File: src/rtl/data_mem_bridge_if.sv
// data_mem_bridge_if
// Handshaked bus between the data-memory bridge and the slow data RAM.
//   bus_req   : request held high while an access is outstanding
//   bus_we    : 1 = write, 0 = read
//   bus_addr  : word-aligned byte address
//   bus_wdata : write data
//   bus_ack   : one-cycle completion strobe from the RAM
//   bus_rdata : read data, valid while bus_ack is high
//   bus_err   : one-cycle pulse when the bridge abandons a hung access
// The bridge uses the master modport, the RAM (or its model) the slave modport.
interface data_mem_bridge_if;
    logic        bus_req;
    logic        bus_we;
    logic [31:0] bus_addr;
    logic [31:0] bus_wdata;
    logic        bus_ack;
    logic [31:0] bus_rdata;
    logic        bus_err;

    modport master (
        output bus_req,
        output bus_we,
        output bus_addr,
        output bus_wdata,
        output bus_err,
        input  bus_ack,
        input  bus_rdata
    );

    modport slave (
        input  bus_req,
        input  bus_we,
        input  bus_addr,
        input  bus_wdata,
        input  bus_err,
        output bus_ack,
        output bus_rdata
    );
endinterface

File: src/rtl/data_mem_bridge.sv
// data_mem_bridge
// Multi-cycle bridge from the core's MEM-stage data port to a slow handshaked
// RAM. An IDLE/BUSY/DONE FSM issues one request per access, stalls the core
// until the RAM acknowledges, and a watchdog abandons an access that is not
// acknowledged within TIMEOUT busy cycles, pulsing bus_err.
// Ports:
//   clk, rst            : clock, synchronous active-high reset
//   ram_cs              : core selects the data RAM this cycle
//   mem_ren, mem_wen    : core read / write request (both high = write)
//   mem_addr, mem_dout  : core byte address and write data
//   mem_din             : registered read data back to the core
//   ram_stall           : combinational stall to the core pipeline
//   bus                 : RAM-side handshake (data_mem_bridge_if.master)
module data_mem_bridge #(
    parameter int unsigned TIMEOUT  = 255,
    parameter int unsigned CNT_W    = 8,
    parameter logic [31:0] ERR_DATA = 32'h0000_0000
) (
    input  logic        clk,
    input  logic        rst,
    input  logic        ram_cs,
    input  logic        mem_ren,
    input  logic        mem_wen,
    input  logic [31:0] mem_addr,
    input  logic [31:0] mem_dout,
    output logic [31:0] mem_din,
    output logic        ram_stall,
    data_mem_bridge_if.master bus
);

    typedef enum logic [1:0] {
        IDLE = 2'd0,
        BUSY = 2'd1,
        DONE = 2'd2
    } state_t;

    // Counter value on the last busy cycle the watchdog allows.
    localparam logic [CNT_W-1:0] CNT_LAST = CNT_W'(TIMEOUT - 1);

    state_t           state_r, state_s;
    logic [CNT_W-1:0] cnt_r, cnt_s;
    logic             req_r, req_s;
    logic             we_r, we_s;
    logic [31:0]      addr_r, addr_s;
    logic [31:0]      wdata_r, wdata_s;
    logic             err_r, err_s;
    logic [31:0]      din_r, din_s;
    logic             acc_s;

    assign acc_s = ram_cs & (mem_ren | mem_wen);

    // Next-state and next-output logic; every register holds unless updated.
    always_comb begin
        state_s = state_r;
        cnt_s   = cnt_r;
        req_s   = req_r;
        we_s    = we_r;
        addr_s  = addr_r;
        wdata_s = wdata_r;
        err_s   = 1'b0;
        din_s   = din_r;
        case (state_r)
            IDLE: begin
                if (acc_s) begin
                    // Write wins when both requests are high; low address
                    // bits are masked off to form the word address.
                    addr_s  = mem_addr & 32'hFFFF_FFFC;
                    wdata_s = mem_dout;
                    we_s    = mem_wen;
                    req_s   = 1'b1;
                    cnt_s   = {CNT_W{1'b0}};
                    state_s = BUSY;
                end else begin
                    state_s = IDLE;
                end
            end
            BUSY: begin
                // Ack takes priority over the watchdog in the same cycle.
                if (bus.bus_ack) begin
                    req_s   = 1'b0;
                    state_s = DONE;
                    if (!we_r) begin
                        din_s = bus.bus_rdata;
                    end else begin
                        din_s = din_r;
                    end
                end else if (cnt_r == CNT_LAST) begin
                    req_s   = 1'b0;
                    err_s   = 1'b1;
                    state_s = DONE;
                    if (!we_r) begin
                        din_s = ERR_DATA;
                    end else begin
                        din_s = din_r;
                    end
                end else begin
                    cnt_s   = cnt_r + CNT_W'(1);
                    state_s = BUSY;
                end
            end
            DONE: begin
                // The core advances on this edge; a new access is only
                // sampled once back in IDLE.
                state_s = IDLE;
            end
            default: begin
                req_s   = 1'b0;
                state_s = IDLE;
            end
        endcase
    end

    // State and registered-output update with synchronous reset.
    always_ff @(posedge clk) begin
        if (rst) begin
            state_r <= IDLE;
            cnt_r   <= {CNT_W{1'b0}};
            req_r   <= 1'b0;
            we_r    <= 1'b0;
            addr_r  <= 32'h0000_0000;
            wdata_r <= 32'h0000_0000;
            err_r   <= 1'b0;
            din_r   <= 32'h0000_0000;
        end else begin
            state_r <= state_s;
            cnt_r   <= cnt_s;
            req_r   <= req_s;
            we_r    <= we_s;
            addr_r  <= addr_s;
            wdata_r <= wdata_s;
            err_r   <= err_s;
            din_r   <= din_s;
        end
    end

    // Stall is combinational in IDLE so the core cannot slip past a fresh
    // access before the request has been registered.
    assign ram_stall     = ((state_r == IDLE) & acc_s) | (state_r == BUSY);
    assign mem_din       = din_r;
    assign bus.bus_req   = req_r;
    assign bus.bus_we    = we_r;
    assign bus.bus_addr  = addr_r;
    assign bus.bus_wdata = wdata_r;
    assign bus.bus_err   = err_r;

endmodule

File: src/flat_wrapper.sv
// flat-port wrapper written by rule: the top's interface ports become plain ports
module data_mem_bridge_flat 
#(
    parameter int unsigned TIMEOUT  = 255,
    parameter int unsigned CNT_W    = 8,
    parameter logic [31:0] ERR_DATA = 32'h0000_0000
)
  (clk, rst, ram_cs, mem_ren, mem_wen, mem_addr, mem_dout, mem_din, ram_stall, bus_bus_req, bus_bus_we, bus_bus_addr, bus_bus_wdata, bus_bus_err, bus_bus_ack, bus_bus_rdata);
  data_mem_bridge_if bus_i ();
  input  logic clk;
  input  logic rst;
  input  logic ram_cs;
  input  logic mem_ren;
  input  logic mem_wen;
  input  logic [31:0] mem_addr;
  input  logic [31:0] mem_dout;
  output logic [31:0] mem_din;
  output logic ram_stall;
  output wire logic [$bits(bus_i.bus_req)-1:0] bus_bus_req;
  output wire logic [$bits(bus_i.bus_we)-1:0] bus_bus_we;
  output wire logic [$bits(bus_i.bus_addr)-1:0] bus_bus_addr;
  output wire logic [$bits(bus_i.bus_wdata)-1:0] bus_bus_wdata;
  output wire logic [$bits(bus_i.bus_err)-1:0] bus_bus_err;
  input wire logic [$bits(bus_i.bus_ack)-1:0] bus_bus_ack;
  input wire logic [$bits(bus_i.bus_rdata)-1:0] bus_bus_rdata;
  assign bus_bus_req = bus_i.bus_req;
  assign bus_bus_we = bus_i.bus_we;
  assign bus_bus_addr = bus_i.bus_addr;
  assign bus_bus_wdata = bus_i.bus_wdata;
  assign bus_bus_err = bus_i.bus_err;
  assign bus_i.bus_ack = bus_bus_ack;
  assign bus_i.bus_rdata = bus_bus_rdata;
  data_mem_bridge #(.TIMEOUT(TIMEOUT), .CNT_W(CNT_W), .ERR_DATA(ERR_DATA)) u_core (.clk(clk), .rst(rst), .ram_cs(ram_cs), .mem_ren(mem_ren), .mem_wen(mem_wen), .mem_addr(mem_addr), .mem_dout(mem_dout), .mem_din(mem_din), .ram_stall(ram_stall), .bus(bus_i));
endmodule
File: config.mk
export PLATFORM = sky130hd
export DESIGN_NAME = data_mem_bridge_flat
export DESIGN_NICKNAME = d
export VERILOG_FILES = /design/src/rtl/data_mem_bridge_if.sv /design/src/rtl/data_mem_bridge.sv /design/src/flat_wrapper.sv
export SDC_FILE = /design/constraint.sdc
export NUM_CORES = 1
export LEC_CHECK = 0
export CORE_MARGIN = 10
export CORE_UTILIZATION = 36
export DETAILED_ROUTE_END_ITERATION = 8
export PLACE_DENSITY_LB_ADDON = 0.15
export SYNTH_ARGS = -nofsm -noshare
export SYNTH_HDL_FRONTEND = slang
export SYNTH_SLANG_ARGS = --single-unit
File: constraint.sdc
create_clock -name clk -period 1.6 [get_ports clk]
set_clock_uncertainty 0.1 [all_clocks]
set_input_delay 0.16 -clock clk [delete_from_list [all_inputs] [get_ports clk]]
set_output_delay 0.16 -clock clk [all_outputs]
set_load 0.01 [all_outputs]
Word level (Yosys, flattened, before mapping)
Index checks and enable logic that the tools add are counted.
- multiply operators: 0
- reductions and logical operators: 8
- magnitude comparators: 0
- $add $sub $neg: 1
- shifts and indexed selects: 0
- muxes and demuxes: 17
- bitwise gates (word level): 7
- divide/modulo/power cells: 0
- eq/ne operators: 7
- operators by type and width (kind ; number):
    $mux W32 ; 4
    $mux W8 ; 3
    $pmux W8 S2 ; 1
    $add A8 B1 Y8 const B ; 1
    $eq A8 B8 Y1 const B ; 1
    $reduce_and A3 Y1 ; 2
    $mux W1 ; 5
    $mux W2 ; 2
    $ne A2 B2 Y1 const B ; 2
    $pmux W2 S2 ; 1
    $reduce_and A4 Y1 ; 1
    $reduce_bool A2 Y1 ; 2
    $ne A3 B2 Y1 const B ; 1
    $not A1 Y1 ; 3
    $pmux W1 S3 ; 1
    $reduce_or A3 Y1 ; 1
    $and A1 B1 Y1 ; 2
    $eq A2 B1 Y1 const B ; 1
    $eq A2 B2 Y1 const B ; 1
    $logic_not A2 Y1 ; 1
    $ne A2 B1 Y1 const B ; 1
    $or A1 B1 Y1 ; 2
    $reduce_and A2 Y1 ; 1
- register bits after elaboration: 107
- bits in latches: 0
- bits in read-only memories: 0
- memories kept: 0
- memory bits (writable): 0
- word-level logic and storage cells: 48
- output and inout port bits: 100

Longest topological paths before layout
Gate-level depths: netlist of the first run.
- depth after elaboration: 4
- depth in mapped cells: 8
- depth with buffers taken out: 6

Worst setup path before layout of the first run
Ideal clock, no wire load.
- path type: reg-to-reg
- start: reg u_core.cnt_r[0]
- end: reg u_core.din_r[23], in the netlist u_core.mem_din[23]
- path buffers: 2
- data arrival time: 1408 ps
- path slack: 22 ps
- period minus slack after synthesis: 1578 ps
- cell stages (with the launch flop): 9
- cell sequence: dfxtp_1 -> inv_1 -> ha_1 -> nand3_1 -> o21a_1 -> buf_6 -> clkbuf_1 -> o21ai_0 -> a21oi_1
- longest elaborated chain between the ends: 3
- RTL lines (item ; line ; source):
    start: declaration ; data_mem_bridge.sv:41 ; logic [CNT_W-1:0] cnt_r, cnt_s;
    start signal: assignment ; data_mem_bridge.sv:117 ; cnt_r <= {CNT_W{1'b0}};
    start signal: assignment ; data_mem_bridge.sv:126 ; cnt_r <= cnt_s;
    $eq A8 B8 Y1 ; data_mem_bridge.sv:87 ; end else if (cnt_r == CNT_LAST) begin
    $reduce_bool A2 Y1 (no source line) ; n/a ;
    $reduce_and A3 Y1 (no source line) ; n/a ;
    end signal: assignment ; data_mem_bridge.sv:132 ; din_r <= din_s;
    end: declaration ; data_mem_bridge.sv:47 ; logic [31:0] din_r, din_s;
Every way passes these cells.
A chain may end at the register's enable or synchronous reset.

Final worst setup path of the first run
- start: reg u_core.cnt_r[0]
- end: reg u_core.cnt_r[3]
- longest elaborated chain between the ends: 4
- elaborated cells on any way between the ends: 7
- RTL lines (item ; line ; source):
    $add A8 B1 Y8 ; data_mem_bridge.sv:97 ; cnt_s = cnt_r + CNT_W'(1);
    $mux W8 ; data_mem_bridge.sv:87 ;
    $mux W8 ; data_mem_bridge.sv:79 ; if (bus.bus_ack) begin
    $pmux W8 S2 ; data_mem_bridge.sv:62 ; case (state_r)
Several ways; a longest one is shown, not always the timed one. The select of a mux whose other input is x is not followed.

==> implementation parameters, run 1 <==
Parameter                              Value

Setup path
  Reg2Reg Setup Slack    -70 ps
  Crit path launch    u_core.cnt_r[0]
  Reg2reg start    u_core.cnt_r[0]
  Critical Path Start Type    flop
  Kind of critical path    flop to flop
  Worst endpoint required time    ~1800 ps
  Count of cells along the worst register-to-register path    7
  Critical path arrival    1850 ps
  Peak fanout along the critical path    3
  CP endpoint kind    flop
  Endpoint of the lowest-slack register-to-register path    u_core.cnt_r[3]

Synth
  Seq cells post-synth    107
  Share of the synthesized area in the top cell type    a little over half
  Synthesized instance count    487
  Post-synthesis average cell area    ~8 um2
  Simple logic cell fraction of the synthesized area    about a fifth
  Largest family of logic cells by synthesized area    simple AND/OR/NAND/NOR gates
  Fraction of the mapped netlist area in adder cells    less than 1%
  XOR/XNOR share of the synthesized area    0%
  Portion of netlist area occupied by mux cells    less than 1%
  Ranking of synthesized cells by area    dfxtp_1 54%, nand2_1 15%, a21oi_1 12%
  Complex-gate fraction of the synthesized area    19.1%
  Area of the mapped netlist    0.00393 mm2
  Number of synthesis warnings    0
  Cell variety after synth    36
  Sequential area share after synthesis    54.5%
  Area leader, netlist    dfxtp_1

Power and ir drop
  Cell Pwr Density    841 mW/mm2
  Largest voltage drop on the vdd net    approximately 0.37 mV
  Power Total    5770 uW
  LEAKAGE    0.00272 uW

Placed design
  Port-buffer cells    197
  Final Wtd Congestion    around 0.80
  Cell area after placement    0.00621 mm2
  Final HPWL from detailed placement    between 9000 and 10000 um
  Inst Count DP    816

Die
  Total die area    between 0.015 and 0.02 mm2
  Count of boundary I/O pins    between 200 and 250
  Vertical extent of the die    approximately 120 um
  Std-Cell Core Area    0.0107 mm2
  Die Span X    125 um
  Number of placement rows    38
  Initial standard-cell utilization of the core    36.6%

GRT
  Congestion Overflow GR    0
  Number of global-route vias before repair    3990
  Initial antenna violation count    0
  Gr usage total    16.0%
  Largest net degree at the start of global routing    84
  Global-route wire length before repair    about 21000 um

Cells and area
  Count of non-filler cells in the finished layout    840
  Area delta synth->final    74.6%
  Fillers    925
  Number of antenna cells inserted    0
  Top library cells by usage in the layout, fill and taps aside    179 x clkdlybuf4s50_1, 159 x nand2_1, 102 x dfxtp_1, 85 x a21oi_1, 25 x o21ai_2
  Number of nets in the layout    799
  Most frequent standard cell in the layout excluding fill and tap cells    clkdlybuf4s50_1
  Finished Cell Area    0.00687 mm2
  Share of post-route cells with drive strength above 1    about 16%

Clock network
  Clock tree from TritonCTS    built
  CTS buffer count    9
  Worst-Skew Late Latency    between 300 and 400 ps
  Maximum root-to-sink buffer count    2
  Quantity of hold-fixing buffers added after cts    0
  Reg clk slew, reported paths    100 ps
  Root Buffer Master    clkbuf_8
  Number of clock sinks seen by CTS    107
  Deepest level of the CTS H-tree    3

Drt
  Detailed Route WL    13600 um
  DRT iter0 DRCs    172
  Vias post-DR    just over 4000
  Routed vias/inst    4.85
  Post-detailed-route DRC marker count    0
  WL per Instance    16.2 um
  Post-detailed-route count of antenna-violating nets    0
  TritonRoute pass-1 iters    7

Timing
  Final critical-path required period    1670 ps
  Number of max-slew violations in the final report    0
  Slack of the critical path    -69.8 ps
  Unrepaired setup endpoints after global routing    true
  Finish-stage setup viols    11
  Count of final hold-check violations    0
  Final clock period utilization by the worst path    104%
  Worst rel slew slack    36.9%
  Peak Freq    599 MHz
  Slew at the pin closest to its max-slew limit    947 ps

Hold path
  Cells on Worst Hold Path    3
  Hold wc startpoint    rst
  End point of the worst hold path    u_core.bus.bus_req
  Class of the worst hold path    input port to flop

Status
  Failing checks    negative setup slack
  Outcome    finished, violations left

Job
  Max-cap viol count    0
-- state kept, by name (all words and copies together) (netlist names) --
name and count:
u_core.bus.bus_err 1, u_core.mem_din 32, u_core.bus.bus_we 1, u_core.bus.bus_addr 30
u_core.cnt_r 8, u_core.state_r 2, u_core.bus.bus_wdata 32, u_core.bus.bus_req 1
-- metrics by stage --
stage,setup slack [ps],TNS [ps],hold slack (ps),util (%)
6_report,-69.8,-272,135,63.9
5_1_grt,-122,-1660,130,63.9
4_1_cts,-79.6,-1210,118,60.6
3_5_place_dp,-313,-25210,346,57.8
3_3_place_gp,-266,-21230,340,57.8
2_1_floorplan,22.0,0,139,-
-- what timing repair did --
item	in CTS	in global routing
gates cloned	1	3
buffers inserted	3	1
gates resized for setup	40	83
pin swaps	7	60
endpoints found under the setup margin	44	57
-- cell families (layout without fill, tap and decap cells) --
kind of cell | Yosys count | count (layout)
flops | 107 | 107
simple gates | 192 | 192
other cells | 1 | 2
fa+ha+maj | 2 | 2
compound gates | 142 | 142
buf+inv | 42 | 254
mux | 1 | 1
-- layout make-up --
| class | count | area, um2 | share of cell area, % |
|---|---|---|---|
| tap | 140 | 175 | 2.55 |
| multi-input combinational | 339 | 1860 | 27.0 |
| sequential | 107 | 2150 | 31.3 |
| clock buffer | 11 | 131 | 1.91 |
| clock inverter | 5 | 77.6 | 1.13 |
| timing repair buffer | 233 | 2460 | 35.8 |
| inverter | 5 | 18.8 | 0.273 |
-- worst max-delay path: stages, from the launching register on --
cell	delay (ps)
dfxtp_2	340
inv_2	70
ha_4	140
nand3_4	80
o21a_4	240
buf_6	120
a211o_1	320
o211ai_1	180
-- report_power, final --
part	total, uW	internal, uW	switching (uW)	leakage (uW)
Clock	1770	879	888	0.000103
Sequential	2870	2790	71.7	0.000875
Combinational	1140	637	506	0.00174
-- worst max-delay path by stage --
stage	endpoint	slack (ps)	cells after the start
finish	u_core.cnt_r[3]	-70	7
global route	u_core.cnt_r[3]	-120	7
CTS	u_core.cnt_r[3]	-80	7
detailed placement	u_core.bus.bus_wdata[13]	-310	6
global placement	u_core.bus.bus_addr[28]	-270	6
floorplan	u_core.mem_din[23]	20	8
-- routing by layer --
metal	vias up	track usage (%)	routed length [um]
met2	152	26.6	6700
met5	-	0	0
li1	2027	-	-
met3	15	7.36	1240
met1	1880	18.2	5520
met4	0	4.11	146
-- cells in the mapped netlist --
cell type / n
nor3_1: 3
o21ai_0: 32
clkbuf_1: 18
a211oi_1: 2
buf_4: 5
nor2_1: 3
o21ai_1: 3
or2_1: 1
o21a_1: 1
conb_1: 1
nand4_2: 1
nor3_2: 1
o2bb2ai_1: 1
nand2_1: 160
buf_1: 4
a21oi_1: 96
nor3b_1: 3
or3b_4: 1
a211oi_2: 1
nand2b_1: 1
nand3_1: 7
nor2_4: 1
a211o_1: 4
dfxtp_1: 107
or3_1: 3
inv_1: 5
buf_2: 9
ha_1: 2
buf_6: 1
and3_1: 3
nor2b_1: 1
nor4_1: 1
or2_2: 1
nor4b_1: 1
mux2_2: 1
o211ai_1: 2
No activity file was read; power rests on OpenSTA's default activity.
==> run 2: changes to the inputs <==
- REMOVE_ABC_BUFFERS: not set -> 1
==> implementation parameters, run 2 (same netlist as run 1, synthesis figures left out) <==
Parameter                              Value

Status
  Outcome    finished, violations left
  Failing checks    negative setup slack

Timing
  Final critical-path required period    1640 ps
  Slew at the pin closest to its max-slew limit    742 ps
  Slack of the critical path    -37.9 ps
  Final-layout setup total negative slack    -64.7 ps
  Count of final hold-check violations    0
  Peak Freq    611 MHz
  Unrepaired setup endpoints after global routing    true
  Number of max-slew violations in the final report    0
  Worst rel slew slack    50.5%
  Final clock period utilization by the worst path    102%
  Finish-stage setup viols    4

Clock network
  CTS buffer count    9
  Reg clk slew, reported paths    100 ps
  Deepest level of the CTS H-tree    3
  Root Buffer Master    clkbuf_8
  Maximum root-to-sink buffer count    2
  Number of clock sinks seen by CTS    107
  Clock tree from TritonCTS    built
  Worst-Skew Late Latency    between 300 and 400 ps

GRT
  Met3 usage    about 6.9%
  Congestion Overflow GR    0
  Initial antenna violation count    0
  Number of global-route vias before repair    4009
  Largest net degree at the start of global routing    70
  Met1 demand-to-capacity share in global routing    roughly a fifth
  Gr usage total    16.7%
  Global-route met2 utilization    a little over a quarter
  Most Used Layer, Global Route    met2
  Global-route wire length before repair    21400 um

Power and ir drop
  LEAKAGE    0.00255 uW
  Combinational cell fraction of total power    between 20% and 30%
  Largest voltage drop on the vdd net    0.386 mV
  Switch share    26.5%
  Reported net switching power    1430 uW
  Clock share of power    26.3%
  Sequential Power Share    53.0%
  Cell Pwr Density    813 mW/mm2
  Design internal power    3970 uW

Cells and area
  Number of antenna cells inserted    0
  Area delta synth->final    68.9%
  Number of nets in the layout    ~800
  Top library cells by usage in the layout, fill and taps aside    185 x clkdlybuf4s50_1, 160 x nand2_1, 101 x dfxtp_1, 95 x a21oi_1, 21 x buf_4
  Share of post-route cells with drive strength above 1    11.9%
  Most frequent standard cell in the layout excluding fill and tap cells    clkdlybuf4s50_1

Placed design
  Final Wtd Congestion    0.802
  Port-buffer cells    197
  Setup slack after placement    -284 ps
  Final HPWL from detailed placement    a little under 10000 um

Setup path
  Crit path max-delay family    compound AO/OA/AOI/OAI gates
  Kind of critical path    flop to flop
  Critical path arrival    1830 ps
  Buffers and inverters on the worst path    2
  Critical Path Start Type    flop
  Worst endpoint required time    1790 ps
  Slowest stage cell on the critical path    dfxtp_2
  CP endpoint kind    flop
  Cell breakdown of the critical path    inv_2 -> ha_4 -> nand3_4 -> o21a_4 -> buf_6 -> a211o_1 -> o211ai_1
  Peak fanout along the critical path    4
  Delay of the slowest critical-path stage    340 ps

Drt
  Routed vias/inst    roughly 4.9
  Post-detailed-route DRC marker count    0
  DRT iter0 DRCs    235
  Vias post-DR    4109
  WL per Instance    approximately 17 um
  Detailed Route WL    between 10000 and 15000 um
  Post-detailed-route count of antenna-violating nets    0
  TritonRoute pass-1 iters    4

Die
  Count of boundary I/O pins    202
  Std-Cell Core Area    0.0107 mm2
  Vertical extent of the die    125 um
  Number of placement rows    38
  Initial standard-cell utilization of the core    36.6%
  Total die area    roughly 0.016 mm2
  Die Span X    125 um

Hold path
  Class of the worst hold path    input port to flop

Job
  Max-cap viol count    0
-- run 2: changes by cell type in the layout (fill, tap and decap cells not counted), sizes merged --
cell,previous run,this run
bufinv,2,0
clkbuf,15,11
dlygate4sd2,1,2
dlygate4sd3,0,1
buf,34,35
dlymetal6s2s,15,9
clkdlybuf4s50,179,185
-- run 2: worst reg2reg max path: cells and delay by family (launching register included) --
| family | cells | cell delay, ps |
|---|---|---|
| flops | 1 | 340 |
| compound gates | 3 | 740 |
| fa+ha+maj | 1 | 130 |
| simple gates | 1 | 60 |
| buf+inv | 2 | 190 |
-- run 2: what timing repair did --
item / in CTS / in global routing
setup endpoints to repair: 42 / 79
pin swaps: 7 / 4
endpoints found under the hold margin: 2 / 0
resized for setup: 58 / 28
hold buffers: 1 / 0
gates cloned: 3 / 0
setup buffers: 3 / 1
-- run 2: power by group through the flow --
| stage | Sequential (uW) | Combinational, uW | Clock [uW] |
|---|---|---|---|
| 2_1_floorplan | 2980 | 264 | 0 |
| 3_3_place_gp | 2920 | 1050 | 0 |
| 3_5_place_dp | 2920 | 1060 | 0 |
| 4_1_cts | 2860 | 1120 | 1460 |
| 5_1_grt | 2880 | 1210 | 1570 |
| 6_report | 2860 | 1110 | 1420 |
-- run 2: per-stage QoR --
step	total power [uW]	hold WS (ps)	cells	cell area, um2	utilization [%]
after floorplan	3240	129	451	3760	-
after global placement	3960	337	815	6200	57.7
after detailed placement	3980	341	815	6200	57.7
after CTS	5440	218	836	6540	60.9
after global routing	5660	221	837	6640	61.8
final	5400	233	837	6640	61.8
-- run 2: final cells by class --
type / instances / area, um2
fill: 943 / 4100
multi-input combinational: 339 / 1720
sequential: 107 / 2150
timing repair buffer: 232 / 2430
tap: 140 / 175
inverter: 5 / 18.8
clock inverter: 3 / 17.5
clock buffer: 11 / 131
-- run 2: path summary, 6_finish.rpt --
| kind | slack, ps | endpoint | from | cells after the start |
|---|---|---|---|---|
| setup / recovery | -40 | u_core.cnt_r[6] | u_core.cnt_r[0] | 7 |
| hold / removal | 230 | u_core.bus.bus_wdata[12] | mem_dout[12] | 3 |
| setup reg to reg | -40 | u_core.cnt_r[6] | u_core.cnt_r[0] | 7 |
| hold reg to reg | 360 | u_core.bus.bus_wdata[4] | u_core.bus.bus_wdata[4] | 2 |
-- run 2: metal layers --
metal	part of all wire [%]	vias up
met5	0	-
met4	1.9	0
met3	8.8	17
met2	47	160
met1	42	1908
li1	-	2024
